===== config.mk =====
export PLATFORM = sky130hd
export DESIGN_NAME = multi_cycle_ctrl
export DESIGN_NICKNAME = d
export VERILOG_FILES = /design/src/rtl/multi_cycle_ctrl.sv
export SDC_FILE = /design/constraint.sdc
export NUM_CORES = 1
export LEC_CHECK = 0
export ABC_CLOCK_PERIOD_IN_PS = 1600
export BUFFER_PORTS_ARGS = -buffer_cell sky130_fd_sc_hd__buf_2
export CAP_MARGIN = 20
export CELL_PAD_IN_SITES_DETAIL_PLACEMENT = 0
export CELL_PAD_IN_SITES_GLOBAL_PLACEMENT = 1
export CORE_UTILIZATION = 26
export DETAILED_ROUTE_END_ITERATION = 16
export HOLD_SLACK_MARGIN = 0.12
export PLACE_DENSITY = 0.82
export SLEW_MARGIN = 20
export SYNTH_ARGS = -nofsm -noshare
export SYNTH_HDL_FRONTEND = slang
export SYNTH_SLANG_ARGS = --single-unit

===== constraint.sdc =====
create_clock -name clk -period 1.6 [get_ports clk]
set_input_delay 0.24 -clock clk [delete_from_list [all_inputs] [get_ports clk]]
set_output_delay 0.24 -clock clk [all_outputs]
set_load 0.005 [all_outputs]

===== src/rtl/multi_cycle_ctrl.sv =====
// Main control FSM for the multi-cycle MIPS datapath (fetch/decode/execute/memory/write-back).
// Optional addi support is compiled in when the ADDI_EN macro is defined.
module multi_cycle_ctrl #(
    parameter int STATE_W = 4
) (
    input  logic               clk,
    input  logic               rst_n,
    input  logic [5:0]         opcode,
    input  logic               memReady,
    output logic               pcWrite,
    output logic               pcWriteCond,
    output logic               iorD,
    output logic               memRead,
    output logic               memWrite,
    output logic               memToReg,
    output logic               irWrite,
    output logic [1:0]         pcSource,
    output logic [1:0]         aluOp,
    output logic               aluSrcA,
    output logic [1:0]         aluSrcB,
    output logic               regWrite,
    output logic               regDst,
    output logic               instrDone,
    output logic               illegalOp,
    output logic [STATE_W-1:0] stateOut
);

    typedef enum logic [3:0] {
        FETCH    = 4'd0,
        DECODE   = 4'd1,
        MEM_ADDR = 4'd2,
        MEM_RD   = 4'd3,
        MEM_WB   = 4'd4,
        MEM_WR   = 4'd5,
        EXEC     = 4'd6,
        R_WB     = 4'd7,
        BRANCH   = 4'd8,
        JUMP     = 4'd9,
        ADDI_EX  = 4'd10,
        ADDI_WB  = 4'd11
    } state_t;

    localparam logic [5:0] OP_RTYPE = 6'b000000;
    localparam logic [5:0] OP_LW    = 6'b100011;
    localparam logic [5:0] OP_SW    = 6'b101011;
    localparam logic [5:0] OP_BEQ   = 6'b000100;
    localparam logic [5:0] OP_J     = 6'b000010;
`ifdef ADDI_EN
    localparam logic [5:0] OP_ADDI  = 6'b001000;
`endif

    state_t stateReg;
    state_t stateNext;

    always_ff @(posedge clk or negedge rst_n) begin
        if (!rst_n) begin
            stateReg <= FETCH;
        end else begin
            stateReg <= stateNext;
        end
    end

    always_comb begin
        stateNext   = FETCH;
        pcWrite     = 1'b0;
        pcWriteCond = 1'b0;
        iorD        = 1'b0;
        memRead     = 1'b0;
        memWrite    = 1'b0;
        memToReg    = 1'b0;
        irWrite     = 1'b0;
        pcSource    = 2'b00;
        aluOp       = 2'b00;
        aluSrcA     = 1'b0;
        aluSrcB     = 2'b00;
        regWrite    = 1'b0;
        regDst      = 1'b0;
        instrDone   = 1'b0;
        illegalOp   = 1'b0;

        case (stateReg)
            FETCH: begin
                memRead   = 1'b1;
                aluSrcB   = 2'b01;
                // PC+4 and IR load only commit once memory returns the word
                irWrite   = memReady;
                pcWrite   = memReady;
                stateNext = memReady ? DECODE : FETCH;
            end
            DECODE: begin
                aluSrcB = 2'b11;
                case (opcode)
                    OP_RTYPE:     stateNext = EXEC;
                    OP_LW, OP_SW: stateNext = MEM_ADDR;
                    OP_BEQ:       stateNext = BRANCH;
                    OP_J:         stateNext = JUMP;
`ifdef ADDI_EN
                    OP_ADDI:      stateNext = ADDI_EX;
`endif
                    default: begin
                        // PC already advanced in FETCH, so this retires as a NOP
                        illegalOp = 1'b1;
                        instrDone = 1'b1;
                        stateNext = FETCH;
                    end
                endcase
            end
            MEM_ADDR: begin
                aluSrcA   = 1'b1;
                aluSrcB   = 2'b10;
                stateNext = (opcode == OP_SW) ? MEM_WR : MEM_RD;
            end
            MEM_RD: begin
                memRead   = 1'b1;
                iorD      = 1'b1;
                stateNext = memReady ? MEM_WB : MEM_RD;
            end
            MEM_WB: begin
                regWrite  = 1'b1;
                memToReg  = 1'b1;
                instrDone = 1'b1;
                stateNext = FETCH;
            end
            MEM_WR: begin
                memWrite  = 1'b1;
                iorD      = 1'b1;
                instrDone = memReady;
                stateNext = memReady ? FETCH : MEM_WR;
            end
            EXEC: begin
                aluSrcA   = 1'b1;
                aluOp     = 2'b10;
                stateNext = R_WB;
            end
            R_WB: begin
                regWrite  = 1'b1;
                regDst    = 1'b1;
                instrDone = 1'b1;
                stateNext = FETCH;
            end
            BRANCH: begin
                aluSrcA     = 1'b1;
                aluOp       = 2'b01;
                pcWriteCond = 1'b1;
                pcSource    = 2'b01;
                instrDone   = 1'b1;
                stateNext   = FETCH;
            end
            JUMP: begin
                pcWrite   = 1'b1;
                pcSource  = 2'b10;
                instrDone = 1'b1;
                stateNext = FETCH;
            end
`ifdef ADDI_EN
            ADDI_EX: begin
                aluSrcA   = 1'b1;
                aluSrcB   = 2'b10;
                stateNext = ADDI_WB;
            end
            ADDI_WB: begin
                regWrite  = 1'b1;
                instrDone = 1'b1;
                stateNext = FETCH;
            end
`endif
            default: stateNext = FETCH;
        endcase

        // Reset overrides everything: enables off, selects parked at FETCH values
        if (!rst_n) begin
            pcWrite     = 1'b0;
            pcWriteCond = 1'b0;
            memRead     = 1'b0;
            memWrite    = 1'b0;
            irWrite     = 1'b0;
            regWrite    = 1'b0;
            instrDone   = 1'b0;
            illegalOp   = 1'b0;
            iorD        = 1'b0;
            memToReg    = 1'b0;
            pcSource    = 2'b00;
            aluOp       = 2'b00;
            aluSrcA     = 1'b0;
            aluSrcB     = 2'b01;
            regDst      = 1'b0;
        end
    end

    assign stateOut = STATE_W'(stateReg);

endmodule


# Word-level counts from Yosys, hierarchy flattened
# Cells that the tools add are included.
# word_totals
regBits	4
in_bits	9
output_inout_bits	22
wordCells	60
# op_classes
n_eq_ne	13
mux	37
reduce_logical	9
# ops
cell	count
2-to-1 mux 1 bit	24
case mux 4 bit (6 select lines)	1
== test 4 x 3 -> 1 bit (second input constant)	4
case mux 4 bit (4 select lines)	1
== test 6 bit (second input constant)	2
2-to-1 mux 3 bit	3
== test 4 x 2 -> 1 bit (second input constant)	2
== test 4 bit (second input constant)	2
case mux 2 bit (2 select lines)	2
OR reduction 2 bit	4
== test 6 x 2 -> 1 bit (second input constant)	1
== test 6 x 3 -> 1 bit (second input constant)	1
logical NOT 6 bit	1
2-to-1 mux 2 bit	3
case mux 2 bit (3 select lines)	1
OR reduction 5 bit	1
== test 4 x 1 -> 1 bit (second input constant)	1
logical NOT 4 bit	1
OR reduction 4 bit	1
case mux 1 bit (3 select lines)	1
OR reduction 3 bit	1
case mux 1 bit (2 select lines)	1

# Longest topological paths before layout
# depth
word_depth	5
mapped_depth	6
depth_no_buf	4

# Worst setup path after synthesis
# Ideal clock, no wire load.
# synth_path
kind	reg2out
startpoint	register stateReg[1], in the netlist stateOut[1]
endpoint	output instrDone
arrival_time_ns	1.379
required_time_ns	1.360
path_slack_ns	-0.019
path_stages_with_launch	5
path_buffers	1
cell_sequence	dfrtp_1 > buf_6 > or4b_4 > nand3b_4 > a21oi_2
# synth_between
elab_chain_len	4
# synth_rtl
element	line	source
start, declared	52	state_t stateReg;
start signal, assigned	59	stateReg <= stateNext;
== test 4 bit or == test 4 x 3 -> 1 bit (tied branches)	81	case (stateReg)
OR reduction 4 bit (no line)	n/a	
case mux 1 bit (3 select lines) *	81	
2-to-1 mux 1 bit *	171	if (!rst_n) begin
end, declared	23	output logic instrDone,
# Every way passes the cells marked *; elsewhere a longest branch is shown, timed or not.

# Final worst setup path
# Same ends and word-level chain as after synthesis.

==> flow_summary.json <==
{
  "cp-end-kind": "output port",
  "vias": 781,
  "synth_top_family_by_area": "simple AND/OR/NAND/NOR gates",
  "synth_area_um2": 573.1,
  "syn-num-nets": 90,
  "ios": 31,
  "n_antenna_cell": 0,
  "grt_max_degree": 21,
  "row_count": 16,
  "critPathMaxFanout": 3,
  "cts_tree": "built",
  "ir_drop_v": 0.0007466,
  "grt_setup_unrepaired": "true",
  "cpPeakStageDelay_ns": 0.57,
  "most-common-layout-cells": "buf_2 (30), buf_4 (14), nor2_1 (9)",
  "worstPathArrival_ns": 1.58,
  "final-max-slew-violation-count": 0,
  "core_um2": 2022,
  "cts-buffers-inserted": 3,
  "synth_cells": 81,
  "path_class": "flip-flop to output port",
  "first_global_vias": 727,
  "cts_root_buf": "clkbuf_4",
  "first_pass_iters": 4,
  "whs_ns": 0.3525,
  "cpLargestDelayFamily": "simple AND/OR/NAND/NOR gates",
  "worst_pin_slew_ns": 0.2920,
  "path_buf_inv": 1,
  "drt_iter0_drc": 8,
  "clock_path_buffers": 2,
  "fmax_mhz": 549.0,
  "violations": "negative setup slack",
  "synth_compound_area_frac": 0.1965,
  "drive_gt1_frac": 0.5280,
  "clk_pin_slew_ns": 0.04,
  "largest_reg_flops": 4,
  "relSlewSlack": 0.8038,
  "area_growth_syn_to_layout_pct": 70.09,
  "holdPathStages": 3,
  "gr-total-overflow": 0,
  "muxShareOfSynthArea": 0.01747,
  "finalWeightedCongestion": 0.8302,
  "ant_nets": 0,
  "dieArea_um2": 2396,
  "die_y_um": 48.95,
  "post-route-period-util": 1.138,
  "status": "complete, but fails checks",
  "skew_ns": 0.003631,
  "placed_cells": 140,
  "fp.dieW_um": 48.95,
  "mostFrequentLayoutCell": "buf_2",
  "synth_fa_ha_area_frac": 0,
  "insertion_delay_ns": 0.24,
  "numClockSinks": 4,
  "via_per_inst": 5.138,
  "dp_slack_ns": -0.06785,
  "synth_area_per_cell_um2": 7.075,
  "power_density_nw_per_um2": 1332,
  "drt-total-wl_um": 1846,
  "synth-xor-area-share": 0.04585,
  "final_util": 0.4821,
  "ys_warn_count": 0,
  "p_total_mw": 1.298,
  "leakagePower_nw": 0.4848,
  "path_depth": 4,
  "num-fill-cells": 205,
  "grt_pass1_wl_um": 3201,
  "period_needed_ns": 1.822,
  "hold_viol": 0,
  "reg2reg_depth": 8,
  "synth-simple-area-share": 0.4738,
  "ys_ff_latch": 4,
  "antenna_found_initial": 0,
  "hold_path_class": "input port to flip-flop",
  "maxCapViolCount": 0,
  "initial_core_util": 0.2834,
  "setup_ws_ns": -0.2216,
  "yosysUniqueCellTypes": 33,
  "port-buffer-count": 30,
  "wl_per_cell_um": 12.14,
  "slowest_stage": "or4b_4",
  "dp_hpwl_um": 1302,
  "drc_errors": 0,
  "final-setup-viol-count": 9,
  "path_cells": "or4b_4 -> nand3b_4 -> a21oi_2 -> buf_2",
  "cp-start-kind": "flip-flop",
  "cts_max_level": 1,
  "fin_cells": 152,
  "fin_nets": 136,
  "worstPathRequired_ns": 1.36,
  "yosysSeqAreaShare": 0.1747,
  "grt_usage": 0.1680
}
[routing by layer]
layer  global-route usage  share of wire
met5                    0              0
met4              0.02941              0
met3              0.04050          0.038
met2               0.2940           0.50
met1               0.2090           0.46
[repair_timing]
item | in CTS | in global routing
endpoints found under the hold margin | 4 | 0
gates cloned | 1 | 0
endpoints found under the setup margin | 11 | 16
setup buffers | 5 | 3
pin swaps | 3 | 2
hold buffers | 1 | 0
resized for setup | 9 | 8
[where the power goes]
part	internal (mW)	switching, mW
Combinational	0.554	0.459
Sequential	0.132	0.0280
Clock	0.0838	0.0407
Total	0.770	0.528
[cell usage after synthesis]
master | instances | area, µm²
a21oi_2 | 1 | 8.760
nor2b_1 | 2 | 12.51
or4b_4 | 1 | 13.76
and4_1 | 1 | 8.760
a211oi_1 | 2 | 15.01
buf_4 | 1 | 7.510
buf_1 | 1 | 3.750
nor3b_1 | 3 | 22.52
nand3b_4 | 1 | 20.02
nor4_1 | 2 | 12.51
nand3_1 | 1 | 5.000
clkbuf_1 | 2 | 7.510
and3_1 | 3 | 18.77
o21ai_0 | 5 | 25.02
xnor2_1 | 1 | 8.760
buf_2 | 3 | 15.01
inv_1 | 2 | 7.510
nand4bb_1 | 1 | 11.26
mux2i_1 | 1 | 10.01
o22a_1 | 2 | 17.52
nor3_1 | 6 | 30.03
buf_6 | 1 | 11.26
a21oi_1 | 6 | 30.03
nand2b_1 | 4 | 25.02
nor2_1 | 10 | 37.54
nand3b_1 | 1 | 7.510
nor4b_1 | 1 | 8.760
xor2_1 | 2 | 17.52
nand2_1 | 5 | 18.77
dfrtp_1 | 4 | 100.1
or3_1 | 3 | 18.77
a32oi_1 | 1 | 8.760
o31ai_1 | 1 | 7.510
[worst paths after layout]
| path | slack (ns) | start | endpoint |
|---|---|---|---|
| max | -0.22 | stateOut[1] | instrDone |
| min | 0.35 | opcode[1] | stateOut[0] |
| max reg2reg | 0.09 | stateOut[0] | stateOut[1] |
| min reg2reg | 0.68 | stateOut[3] | stateOut[0] |
| max in group asynchronous | 0.89 | rst_n | stateOut[0] |
| min in group asynchronous | 0.52 | rst_n | stateOut[2] |
[metrics by stage]
| stage | instance area, µm² | setup TNS (ns) |
|---|---|---|
| finish | 974.7 | -1.028 |
| global route | 974.7 | -2.254 |
| CTS | 925.9 | -1.120 |
| detailed placement | 799.5 | -0.1225 |
| global placement | 799.5 | -0.05343 |
| floorplan | 573.1 | -0.02202 |
[worst reg2reg max path: stages, from the launching register on]
cell,delay [ns]
dfrtp_2,0.43
buf_6,0.13
buf_6,0.11
buf_16,0.13
buf_4,0.13
buf_4,0.13
mux2i_1,0.13
o22a_1,0.13
o21ai_0,0.07
[final cells by class]
type / count / area, µm² / area share
repair buffers: 49 / 335.3 / 0.3440
well taps: 27 / 33.78 / 0.03466
clock buffers: 3 / 22.52 / 0.02311
inverters: 2 / 7.507 / 0.007702
flip-flops and latches: 4 / 101.3 / 0.1040
multi-input cells: 67 / 474.2 / 0.4865
[cell families (layout without fill, tap and decap cells)]
kind of cell,after synthesis,count (layout)
mux,1,1
simple gates,45,45
compound gates,18,18
flops,4,4
buf+inv,10,54
xor+xnor,3,3
(Power assumes the default switching activity.)
